**src/rtl/bno055_pkg.sv**
```systemverilog
// Shared constants for the BNO055 bring-up and burst-polling logic.
//  - engine opcodes understood by bno055_read_write
//  - BNO055 register addresses and operating-mode values
//  - FSM state encodings for bno055_burst_sequencer
//  - small width helpers used when sizing counters
package bno055_pkg;

    // Engine opcodes
    localparam logic [1:0] OP_STOP  = 2'd0;
    localparam logic [1:0] OP_READ  = 2'd1;
    localparam logic [1:0] OP_WRITE = 2'd2;

    // Register map (page 0)
    localparam logic [7:0] REG_CHIP_ID  = 8'h00;
    localparam logic [7:0] REG_EUL_DATA = 8'h1A;
    localparam logic [7:0] REG_QUA_DATA = 8'h20;
    localparam logic [7:0] REG_OPR_MODE = 8'h3D;

    // OPR_MODE values
    localparam logic [7:0] MODE_CONFIG = 8'h00;
    localparam logic [7:0] MODE_IMU    = 8'h08;
    localparam logic [7:0] MODE_NDOF   = 8'h0C;

    // Sequencer states
    localparam logic [3:0] ST_BOOT_WAIT   = 4'd0;
    localparam logic [3:0] ST_CFG_ISSUE   = 4'd1;
    localparam logic [3:0] ST_CFG_WAIT    = 4'd2;
    localparam logic [3:0] ST_MODE_DLY    = 4'd3;
    localparam logic [3:0] ST_VFY_ISSUE   = 4'd4;
    localparam logic [3:0] ST_VFY_WAIT    = 4'd5;
    localparam logic [3:0] ST_BURST_ISSUE = 4'd6;
    localparam logic [3:0] ST_BURST_WAIT  = 4'd7;
    localparam logic [3:0] ST_PUBLISH     = 4'd8;
    localparam logic [3:0] ST_POLL_WAIT   = 4'd9;
    localparam logic [3:0] ST_RETRY       = 4'd10;
    localparam logic [3:0] ST_ERROR       = 4'd11;

    // Bits needed to index v items; never less than one bit.
    function automatic int clog2_min1(input int v);
        return (v > 1) ? $clog2(v) : 1;
    endfunction

    function automatic int max3(input int a, input int b, input int c);
        int m;
        m = (a > b) ? a : b;
        return (m > c) ? m : c;
    endfunction

endpackage

```
**src/rtl/bno055_cycle_timer.sv**
```systemverilog
// Loadable down-counter with a zero flag. Counts toward zero and parks
// there; a load takes priority over counting.
//  clk, rst   clock, synchronous active-high reset (loads RST_VAL)
//  load       load load_val this cycle
//  load_val   value to load
//  zero       counter currently equals zero
module bno055_cycle_timer #(
    parameter int             W       = 8,
    parameter logic [W-1:0]   RST_VAL = '0
) (
    input  logic         clk,
    input  logic         rst,
    input  logic         load,
    input  logic [W-1:0] load_val,
    output logic         zero
);

    logic [W-1:0] cnt;

    always_ff @(posedge clk) begin
        if (rst)
            cnt <= RST_VAL;
        else if (load)
            cnt <= load_val;
        else if (cnt != '0)
            cnt <= cnt - 1'b1;
    end

    assign zero = (cnt == '0);

endmodule

```
**src/rtl/bno055_burst_sequencer.sv**
```systemverilog
// BNO055 bring-up and burst poller. Waits for sensor boot, writes OPR_MODE,
// verifies it by readback, then reads NUM_REGS consecutive registers at a
// fixed rate and publishes them as one atomic frame. Every op has a timeout
// and bounded retries; exhausting retries lands in a sticky error state.
//  i_clk, i_rst  clock, synchronous active-high reset
//  i_poll_en     keep polling; low holds after the current burst
//  o_opcode      engine opcode, non-STOP for exactly the ISSUE cycle
//  o_reg_addr    register address of the current op (held between ops)
//  o_tx_data     write data (held between ops)
//  i_rd_data     engine read data, valid with i_done
//  i_done        one-cycle op-complete strobe
//  o_data        last complete frame, byte k = register START_ADDR+k
//  o_valid       one-cycle pulse when o_data updates
//  o_cfg_ok      mode readback matched
//  o_error       sticky fault
module bno055_burst_sequencer
    import bno055_pkg::*;
#(
    parameter int         NUM_REGS    = 6,
    parameter logic [7:0] START_ADDR  = REG_EUL_DATA,
    parameter logic [7:0] MODE_ADDR   = REG_OPR_MODE,
    parameter logic [7:0] MODE_VAL    = MODE_NDOF,
    parameter int         BOOT_CYC    = 16250000,
    parameter int         MODE_CYC    = 500000,
    parameter int         POLL_CYC    = 250000,
    parameter int         TIMEOUT_CYC = 250000,
    parameter int         MAX_RETRY   = 3
) (
    input  logic                  i_clk,
    input  logic                  i_rst,
    input  logic                  i_poll_en,
    output logic [1:0]            o_opcode,
    output logic [7:0]            o_reg_addr,
    output logic [7:0]            o_tx_data,
    input  logic [7:0]            i_rd_data,
    input  logic                  i_done,
    output logic [8*NUM_REGS-1:0] o_data,
    output logic                  o_valid,
    output logic                  o_cfg_ok,
    output logic                  o_error
);

    localparam int IDX_W = clog2_min1(NUM_REGS);
    localparam int RTY_W = clog2_min1(MAX_RETRY + 1);
    localparam int TMR_W = $clog2(max3(BOOT_CYC, MODE_CYC, TIMEOUT_CYC) + 1);
    localparam int PLL_W = $clog2(POLL_CYC + 1);
    localparam logic [IDX_W-1:0] IDX_LAST = IDX_W'(NUM_REGS - 1);

    logic [3:0]                state, state_nxt;
    logic [IDX_W-1:0]          idx, idx_nxt;
    logic [RTY_W-1:0]          retry, retry_nxt;
    logic                      phase_burst, phase_nxt;   // which ISSUE a retry returns to
    logic                      tmr_load, tmr_zero;
    logic [TMR_W-1:0]          tmr_val;
    logic                      poll_load, poll_zero;
    logic                      stage_wr, cfg_ok_set, publish, err_set;
    logic [NUM_REGS-1:0][7:0]  stage;

    bno055_cycle_timer #(.W(TMR_W), .RST_VAL(TMR_W'(BOOT_CYC))) u_tmr (
        .clk(i_clk), .rst(i_rst), .load(tmr_load), .load_val(tmr_val), .zero(tmr_zero)
    );

    // Loaded on entry to the first byte's ISSUE with POLL_CYC-1 so that the
    // next burst's ISSUE cycle lands exactly POLL_CYC cycles after this one.
    bno055_cycle_timer #(.W(PLL_W), .RST_VAL('0)) u_poll (
        .clk(i_clk), .rst(i_rst), .load(poll_load), .load_val(PLL_W'(POLL_CYC - 1)),
        .zero(poll_zero)
    );

    always_comb begin
        state_nxt  = state;
        idx_nxt    = idx;
        retry_nxt  = retry;
        phase_nxt  = phase_burst;
        tmr_load   = 1'b0;
        tmr_val    = TMR_W'(TIMEOUT_CYC);
        stage_wr   = 1'b0;
        cfg_ok_set = 1'b0;
        publish    = 1'b0;
        err_set    = 1'b0;
        case (state)
            ST_BOOT_WAIT: if (tmr_zero) state_nxt = ST_CFG_ISSUE;
            ST_CFG_ISSUE: begin
                tmr_load  = 1'b1;
                phase_nxt = 1'b0;
                state_nxt = ST_CFG_WAIT;
            end
            ST_CFG_WAIT: begin
                // A completed write does not clear retry: the config op is
                // the write plus its readback, so only a good readback does.
                if (i_done) begin
                    tmr_load  = 1'b1;
                    tmr_val   = TMR_W'(MODE_CYC);
                    state_nxt = ST_MODE_DLY;
                end else if (tmr_zero) begin
                    state_nxt = ST_RETRY;
                end
            end
            ST_MODE_DLY: if (tmr_zero) state_nxt = ST_VFY_ISSUE;
            ST_VFY_ISSUE: begin
                tmr_load  = 1'b1;
                state_nxt = ST_VFY_WAIT;
            end
            ST_VFY_WAIT: begin
                if (i_done && i_rd_data == MODE_VAL) begin
                    cfg_ok_set = 1'b1;
                    retry_nxt  = '0;
                    idx_nxt    = '0;
                    state_nxt  = ST_BURST_ISSUE;
                end else if (i_done || tmr_zero) begin
                    state_nxt = ST_RETRY;
                end
            end
            ST_BURST_ISSUE: begin
                tmr_load  = 1'b1;
                phase_nxt = 1'b1;
                state_nxt = ST_BURST_WAIT;
            end
            ST_BURST_WAIT: begin
                if (i_done) begin
                    stage_wr  = 1'b1;
                    retry_nxt = '0;
                    if (idx == IDX_LAST) begin
                        state_nxt = ST_PUBLISH;
                    end else begin
                        idx_nxt   = idx + 1'b1;
                        state_nxt = ST_BURST_ISSUE;
                    end
                end else if (tmr_zero) begin
                    state_nxt = ST_RETRY;     // idx kept: same byte is reread
                end
            end
            ST_PUBLISH: begin
                publish   = 1'b1;
                idx_nxt   = '0;
                retry_nxt = '0;
                state_nxt = ST_POLL_WAIT;
            end
            ST_POLL_WAIT: if (poll_zero && i_poll_en) state_nxt = ST_BURST_ISSUE;
            ST_RETRY: begin
                if (retry == RTY_W'(MAX_RETRY)) begin
                    err_set   = 1'b1;
                    state_nxt = ST_ERROR;
                end else begin
                    retry_nxt = retry + 1'b1;
                    state_nxt = phase_burst ? ST_BURST_ISSUE : ST_CFG_ISSUE;
                end
            end
            ST_ERROR: state_nxt = ST_ERROR;
            default:  state_nxt = ST_BOOT_WAIT;
        endcase
    end

    assign poll_load = (state_nxt == ST_BURST_ISSUE) && (idx_nxt == '0);

    always_ff @(posedge i_clk) begin
        if (i_rst) begin
            state       <= ST_BOOT_WAIT;
            idx         <= '0;
            retry       <= '0;
            phase_burst <= 1'b0;
            stage       <= '0;
            o_opcode    <= OP_STOP;
            o_reg_addr  <= '0;
            o_tx_data   <= '0;
            o_data      <= '0;
            o_valid     <= 1'b0;
            o_cfg_ok    <= 1'b0;
            o_error     <= 1'b0;
        end else begin
            state       <= state_nxt;
            idx         <= idx_nxt;
            retry       <= retry_nxt;
            phase_burst <= phase_nxt;
            o_valid     <= publish;
            if (stage_wr)   stage[idx] <= i_rd_data;
            if (publish)    o_data     <= stage;
            if (cfg_ok_set) o_cfg_ok   <= 1'b1;
            if (err_set)    o_error    <= 1'b1;
            // Opcode is registered from the next state, so it is non-STOP
            // exactly while the FSM sits in an ISSUE state.
            case (state_nxt)
                ST_CFG_ISSUE: begin
                    o_opcode   <= OP_WRITE;
                    o_reg_addr <= MODE_ADDR;
                    o_tx_data  <= MODE_VAL;
                end
                ST_VFY_ISSUE: begin
                    o_opcode   <= OP_READ;
                    o_reg_addr <= MODE_ADDR;
                end
                ST_BURST_ISSUE: begin
                    o_opcode   <= OP_READ;
                    o_reg_addr <= START_ADDR + 8'(idx_nxt);   // wraps mod 256
                end
                default: o_opcode <= OP_STOP;
            endcase
        end
    end

endmodule

```
**config.mk**
```make
export PLATFORM = sky130hd
export DESIGN_NAME = bno055_burst_sequencer
export DESIGN_NICKNAME = d
export VERILOG_FILES = /design/src/rtl/bno055_pkg.sv /design/src/rtl/bno055_cycle_timer.sv /design/src/rtl/bno055_burst_sequencer.sv
export SDC_FILE = /design/constraint.sdc
export NUM_CORES = 1
export LEC_CHECK = 0
export ABC_AREA = 1
export CORE_AREA = 2 2 118 120
export DETAILED_ROUTE_END_ITERATION = 6
export DIE_AREA = 0 0 120 122
export GPL_TIMING_DRIVEN = 1
export PLACE_DENSITY_LB_ADDON = 0.15
export SLEW_MARGIN = 40
export SYNTH_ARGS = -nofsm -noshare
export SYNTH_HDL_FRONTEND = slang
export SYNTH_HIERARCHICAL = 1
export SYNTH_SLANG_ARGS = --single-unit
```
**constraint.sdc**
```tcl
create_clock -name i_clk -period 3.84 [get_ports i_clk]
set_clock_uncertainty 0.2 [all_clocks]
set_input_delay 0.576 -clock i_clk [delete_from_list [all_inputs] [get_ports i_clk]]
set_output_delay 0.576 -clock i_clk [all_outputs]
set_load 0.03 [all_outputs]
```
# Yosys cells after proc, flatten, opt, wreduce, memory -nomap -nowiden
# Cells that the tools add are included.
dict set report word_totals {
  reg_bits 162
  elab_cells 108
}
dict set report op_classes {
  n_addsub 5
  order_cmp 2
  eq_ne 20
  mux 40
  n_reduce_logical 21
}
# op n
set op_table {}
lappend op_table {{$bwmux W48} 1}
lappend op_table {{$mux W24} 2}
lappend op_table {{$pmux W4 S12} 1}
lappend op_table {{$mux W4} 10}
lappend op_table {{$mux W19} 2}
lappend op_table {{$mux W18} 2}
lappend op_table {{$demux W8 S3} 1}
lappend op_table {{$eq A4 B3 Y1 const B} 6}
lappend op_table {{$logic_not A24 Y1} 1}
lappend op_table {{$reduce_bool A24 Y1} 1}
lappend op_table {{$sub A24 B1 Y24 const B} 1}
lappend op_table {{$logic_not A18 Y1} 1}
lappend op_table {{$reduce_bool A18 Y1} 1}
lappend op_table {{$sub A18 B1 Y18 const B} 1}
lappend op_table {{$eq A4 B4 Y1 const B} 4}
lappend op_table {{$pmux W8 S2} 1}
lappend op_table {{$mux W3} 4}
lappend op_table {{$pmux W3 S3} 1}
lappend op_table {{$eq A4 B1 Y1 const B} 2}
lappend op_table {{$eq A4 B2 Y1 const B} 2}
lappend op_table {{$eq A8 B4 Y1 const B} 1}
lappend op_table {{$mux W8} 1}
lappend op_table {{$pmux W2 S4} 1}
lappend op_table {{$reduce_bool A2 Y1} 4}
lappend op_table {{20 further kinds} 36}

# Depth between registers and ports, before layout
# Gate-level depths: netlist (run 1).
dict set report logic_depth {
  ltp_word 8
  depth_mapped 23
}

# By module
# The synthesis (run 1) kept the hierarchy.
# module n_inst cells_each area_each_um2 seq_area_each_um2
set by_module_without_submodules {}
lappend by_module_without_submodules {bno055_burst_sequencer 1 598 4608.2 2342.2}
lappend by_module_without_submodules {{bno055_cycle_timer at u_tmr} 1 239 1572.8 480.5}
lappend by_module_without_submodules {{bno055_cycle_timer at u_poll} 1 207 1246.2 360.3}

# Worst setup path after synthesis (run 1)
# Ideal clock, no wire load.
dict set report synth_path {
  path_type {register to register}
  start {reg u_tmr.cnt[0]}
  end {reg u_poll.cnt[14]}
  setup_ps 128
  arrival_time_ps 2714
  t_required_ps 3512
  slack_ps 798
  path_stages_with_launch 22
  path_buffers 3
  path_cell_list {dfxtp_1 -> inv_1 -> ha_1 -> nand3_1 -> nor2_2 -> nand3_4 -> inv_1 -> nor2_1 -> o21ai_0 -> nand4_1 -> nor2_4 -> nand3_2 -> nand2b_4 -> nor3_1 -> buf_2 -> inv_1 -> buf_4 -> buf_4 -> nand3_1 -> nand2_1 -> nand2_1 -> nor2_1}
}
dict set report synth_via {
  elab_chain_cells 8
  elab_cells_between_ends 14
}
# item line
set synth_rtl {}
lappend synth_rtl {{from (decl)} bno055_cycle_timer.sv:18} ;# logic [W-1:0] cnt;
lappend synth_rtl {{from (signal assigned)} bno055_cycle_timer.sv:24} ;# cnt <= load_val;
lappend synth_rtl {{from (signal assigned)} bno055_cycle_timer.sv:26} ;# cnt <= cnt - 1'b1;
lappend synth_rtl {{$logic_not A24 Y1 *} bno055_cycle_timer.sv:29} ;# assign zero = (cnt == '0);
lappend synth_rtl {{net tmr_zero} bno055_burst_sequencer.sv:53} ;# logic tmr_load, tmr_zero;
lappend synth_rtl {{$logic_or A1 B1 Y1} bno055_burst_sequencer.sv:110} ;# end else if (i_done || tmr_zero) begin
lappend synth_rtl {{$mux W4} bno055_burst_sequencer.sv:110}
lappend synth_rtl {{$mux W4} bno055_burst_sequencer.sv:105} ;# if (i_done && i_rd_data == MODE_VAL) begin
lappend synth_rtl {{$pmux W4 S12 *} bno055_burst_sequencer.sv:81} ;# case (state)
lappend synth_rtl {{$eq A4 B3 Y1 *} bno055_burst_sequencer.sv:154} ;# assign poll_load = (state_nxt == ST_BURST_ISSUE) && (idx_nxt == '0);
lappend synth_rtl {{$logic_and A1 B1 Y1 *} bno055_burst_sequencer.sv:154}
lappend synth_rtl {{net poll_load} bno055_burst_sequencer.sv:55} ;# logic poll_load, poll_zero;
lappend synth_rtl {{$mux W18 / $reduce_bool A2 Y1 (equally long branches)} --}
lappend synth_rtl {{to (signal assigned)} bno055_cycle_timer.sv:24}
lappend synth_rtl {{to (signal assigned)} bno055_cycle_timer.sv:26}
lappend synth_rtl {{to (decl)} bno055_cycle_timer.sv:18}
# The timed path passes the listed nets; every way through them passes the cells marked *.
# A chain may end at the register's enable or synchronous reset.

# Worst setup path after layout (run 1)
dict set report layout_path {
  start {reg u_tmr.cnt[0]}
  end {reg u_poll.cnt[17]}
}
# Same word-level chain as after synthesis.

==> impl_metrics.csv, run 1 <==
group,metric,value,unit
outcome,status,"completed",
layout,num_antenna_cells,0,
setup_path,crit_path_end_kind,"register",
floorplan,design.core.area,13500,um2
yosys,synth_cell_type_count,38,
floorplan,dieArea,14600,um2
clock_network,clk_latency,0.43,ns
global_routing,grtUsageMet1,32.0,%
global_routing,grt_antenna_before_repair,0,
global_routing,busiest_layer,"met2",
setup_path,crit_chain,"inv_1 > ha_1 > nand3_1 > nor2_2 > nand3_4 > inv_1 > nor2_1 > o21ai_0 > nand2_1 > nor2_1 > nand3_2 > nand3_2 > nand2b_4 > nor3_2 > inv_1 > nand4_4 > nand2_1 > nor2_1",
yosys,yosysWarnings,6,
clock_network,clk_pin_slew,0.07,ns
floorplan,die_h,122,um
timing,finalHoldViolCount,0,
pwr,power_density,505,nW/um2
clock_network,cts_buffer_depth,2,
clock_network,cts_buffers,17,
setup_path,timing.rr.start,"u_tmr/cnt[0]",
hold_path,hold_class,"register to register",
setup_path,crit_type,"register to register",
timing,setup_viol,0,
pwr,p_switching,1.52,mW
global_routing,grt_pass1_vias,5915,
setup_path,r2r_cells,18,
yosys,avgSynthCellArea,7.11,um2
pwr,p_clk_share,36.2,%
pwr,comb_power_share,22.9,%
setup_path,critPathRequiredTime,3.96,ns
layout,fin_area,8900,um2
timing,drv_slew,0,
setup_path,max_stage_delay,0.32,ns
pwr,p_sw_share,33.9,%
place,dpl_cell_area,8320,um2
clock_network,cts_setup_buffers,0,
flow_run,cap_violations,0,
setup_path,cp_max_fo,16,
global_routing,gr-usage-met2,37.0,%
pwr,pwr-share-seq,40.9,%
global_routing,grt_remaining_overflow,0,
setup_path,rrSetupSlack,0.47,ns
place,numPortBuffers,72,
yosys,yosysSeqAreaShare,42.9,%
pwr,internal-power,2.97,mW
route,drt_first_pass_iters,7,
yosys,async_reset_ff_share,0,%
layout,stdcell_count,1326,
layout,layout.nets,1152,
setup_path,crit_path_start_kind,"register",
clock_network,tritoncts,"done",
clock_network,root_buffer,"clkbuf_16",
layout,drive_gt1_share,9.16,%
clock_network,cts.sinks,159,
global_routing,grt_max_degree,57,
place,gp_congestion,0.870,
floorplan,num_rows,43,
hold_path,hp-start,"o_cfg_ok",
route,vias,6528,
floorplan,io_pins,81,
route,wirelength,16.4,mm
route,first_iter_violations,488,
route,wl_per_cell,12.4,um
route,ant_nets,0,
yosys,synth-edff-count,0,
global_routing,track_usage,23.3,%
hold_path,hold_end,"o_cfg_ok",
timing,worst_pin_slew,0.668,ns
yosys,postSynthCellCount,1044,
timing,max_freq,297,MHz
hold_path,min_path_cells,2,
pwr,p_leak,3.87,nW
setup_path,r2r_end,"u_poll/cnt[17]",
place,dp.cells,1294,
pwr,ir_drop,381,uV
yosys,yosys_register_bits,159,
route,remaining_drc_errors,0,
layout,area_growth,19.8,%
timing,rsz0062_at_grt,"no",
yosys,syn_area,7430,um2
clock_network,h-tree-depth,4,
timing,period_needed,3.37,ns
global_routing,grt_pass1_wl,27.8,mm
yosys,synth-main-ff-cell,"dfxtp_1",
floorplan,die_w,120,um
clock_network,cts_resized,0,
timing,setup_tns,0,ns
setup_path,cp.arrival,3.48,ns
global_routing,grtUsageMet3,4.68,%
timing,slew-limit-headroom,55.4,%
setup_path,critical-path-top-delay-family,"simple AND/OR/NAND/NOR gates",
setup_path,slowest_stage,"dfxtp_1",
floorplan,initial_core_util,55.0,%
clock_network,hold_buffers,0,
route,viasPerCell,4.92,
setup_path,crit_buf_inv,3,
timing,finalCritPeriodShare,87.7,%
place,dp_hpwl,11.2,mm
[state kept, by name, summed over array words and instances, names as in the netlist]
| register | cells |
|---|---|
| stage | 48 |
| u_poll/cnt | 18 |
| phase_burst | 1 |
| o_reg_addr | 5 |
| o_opcode | 2 |
| idx | 3 |
| o_valid | 1 |
| state | 4 |
| o_data | 48 |
| o_tx_data | 1 |
| u_tmr/cnt | 24 |
| o_cfg_ok | 1 |
| o_error | 1 |
| retry | 2 |
[cell usage after synthesis (7+ instances only)]
master      n  area share, %
o21ai_0   120            8.1
nand4_1     9           0.76
nor2_4     10            1.5
nand2_1   188            9.5
nor2_2     14            1.2
xor2_1     10            1.2
clkbuf_1   30            1.5
nor2_1    184            9.3
ha_1        7            1.2
nand2_2    15            1.3
nand3_1    43            2.9
buf_4      14            1.4
inv_1      95            4.8
a21oi_1    92            6.2
dfxtp_1   159             43
[through the flow]
stage | power, mW | hold slack [ns] | worst slack [ns] | utilization, %
6_report | 4.49 | 0.250 | 0.473 | 65.9
5_1_grt | 4.75 | 0.273 | 0.200 | 65.9
4_1_cts | 4.51 | 0.253 | 0.474 | 65.9
3_5_place_dp | 2.90 | 0.243 | 0.413 | 61.6
3_3_place_gp | 2.88 | 0.239 | 0.458 | 61.6
2_1_floorplan | 2.73 | 0.230 | 0.798 | -
[tightest hold or removal path, stage by stage (launching register included)]
cell	delay (ns)
dfxtp_1	0.31
inv_1	0.05
a21oi_1	0.05
[logic make-up (layout without fill, tap and decap cells)]
family	Yosys count	count (layout)	synth area share (%)
other	2	42	0.101
AO/OA/AOI/OAI	221	221	15.1
adder cells (fa/ha/maj)	7	7	1.18
AND/OR/NAND/NOR	490	490	30.2
buffers and inverters	151	213	8.88
XOR/XNOR	14	14	1.65
flip-flops	159	159	42.9
[worst max path at each step]
stage                            start             end  slack [ns]  depth (start not counted)
after floorplan           u_tmr/cnt[0]  u_poll/cnt[14]        0.80                         21
after global placement          i_done  u_poll/cnt[17]        0.46                         13
after detailed placement        i_done  u_poll/cnt[17]        0.41                         13
after CTS                 u_tmr/cnt[0]  u_poll/cnt[17]        0.47                         18
after global routing      u_tmr/cnt[0]  u_poll/cnt[17]        0.20                         18
final                     u_tmr/cnt[0]  u_poll/cnt[17]        0.47                         18
[per-layer routing]
layer	up-vias	wire length (um)
met3	18	836
met2	138	7260
li1	3472	-
met4	0	199
met5	-	0
met1	2900	8140
[power groups by stage]
stage          clock [mW]  combinational, mW  sequential (mW)
4_1_cts              1.65               1.03             1.84
6_report             1.63               1.03             1.84
2_1_floorplan           0              0.873             1.85
3_3_place_gp            0               1.00             1.88
5_1_grt              1.72               1.18             1.85
3_5_place_dp            0               1.02             1.88
[cell type report]
type / count / area (um2)
Clock buffer: 17 / 425
Clock inverter: 15 / 155
Fill cell: 1230 / 4600
Inverter: 100 / 375
Multi-Input combinational cell: 774 / 3740
Sequential cell: 159 / 3180
Tap cell: 180 / 225
Timing Repair Buffer: 81 / 796
[cells in the final DEF (no fill, tap or decap), types with 5 or more instances in the layout]
cell,Yosys,layout
nand3_1,43,43
inv_1,95,94
conb_1,2,42
nor2_2,14,14
nor2_4,10,10
nand4_1,9,9
o21ai_0,120,120
clkbuf_16,0,17
nor2_1,184,184
dfxtp_1,159,159
buf_4,14,8
nor3_1,6,5
a21oi_1,92,92
ha_1,7,7
nand2_1,188,188
nand2_2,15,15
inv_2,4,5
xor2_1,10,10
clkdlybuf4s50_1,0,71
No activity file was read; power rests on OpenSTA's default activity.
==> inputs of run 2 (changes only) <==
--- a/config.mk
+++ b/config.mk
@@ -6,10 +6,12 @@
 export NUM_CORES = 1
 export LEC_CHECK = 0
 export ABC_AREA = 1
+export CAP_MARGIN = 20
 export CORE_AREA = 2 2 118 120
 export DETAILED_ROUTE_END_ITERATION = 6
 export DIE_AREA = 0 0 120 122
 export GPL_TIMING_DRIVEN = 1
+export HOLD_SLACK_MARGIN = 0.08
 export PLACE_DENSITY_LB_ADDON = 0.15
 export SLEW_MARGIN = 40
 export SYNTH_ARGS = -nofsm -noshare
==> results of run 2 <==
Final layout, timing and power as in run 1 (identical DEF).
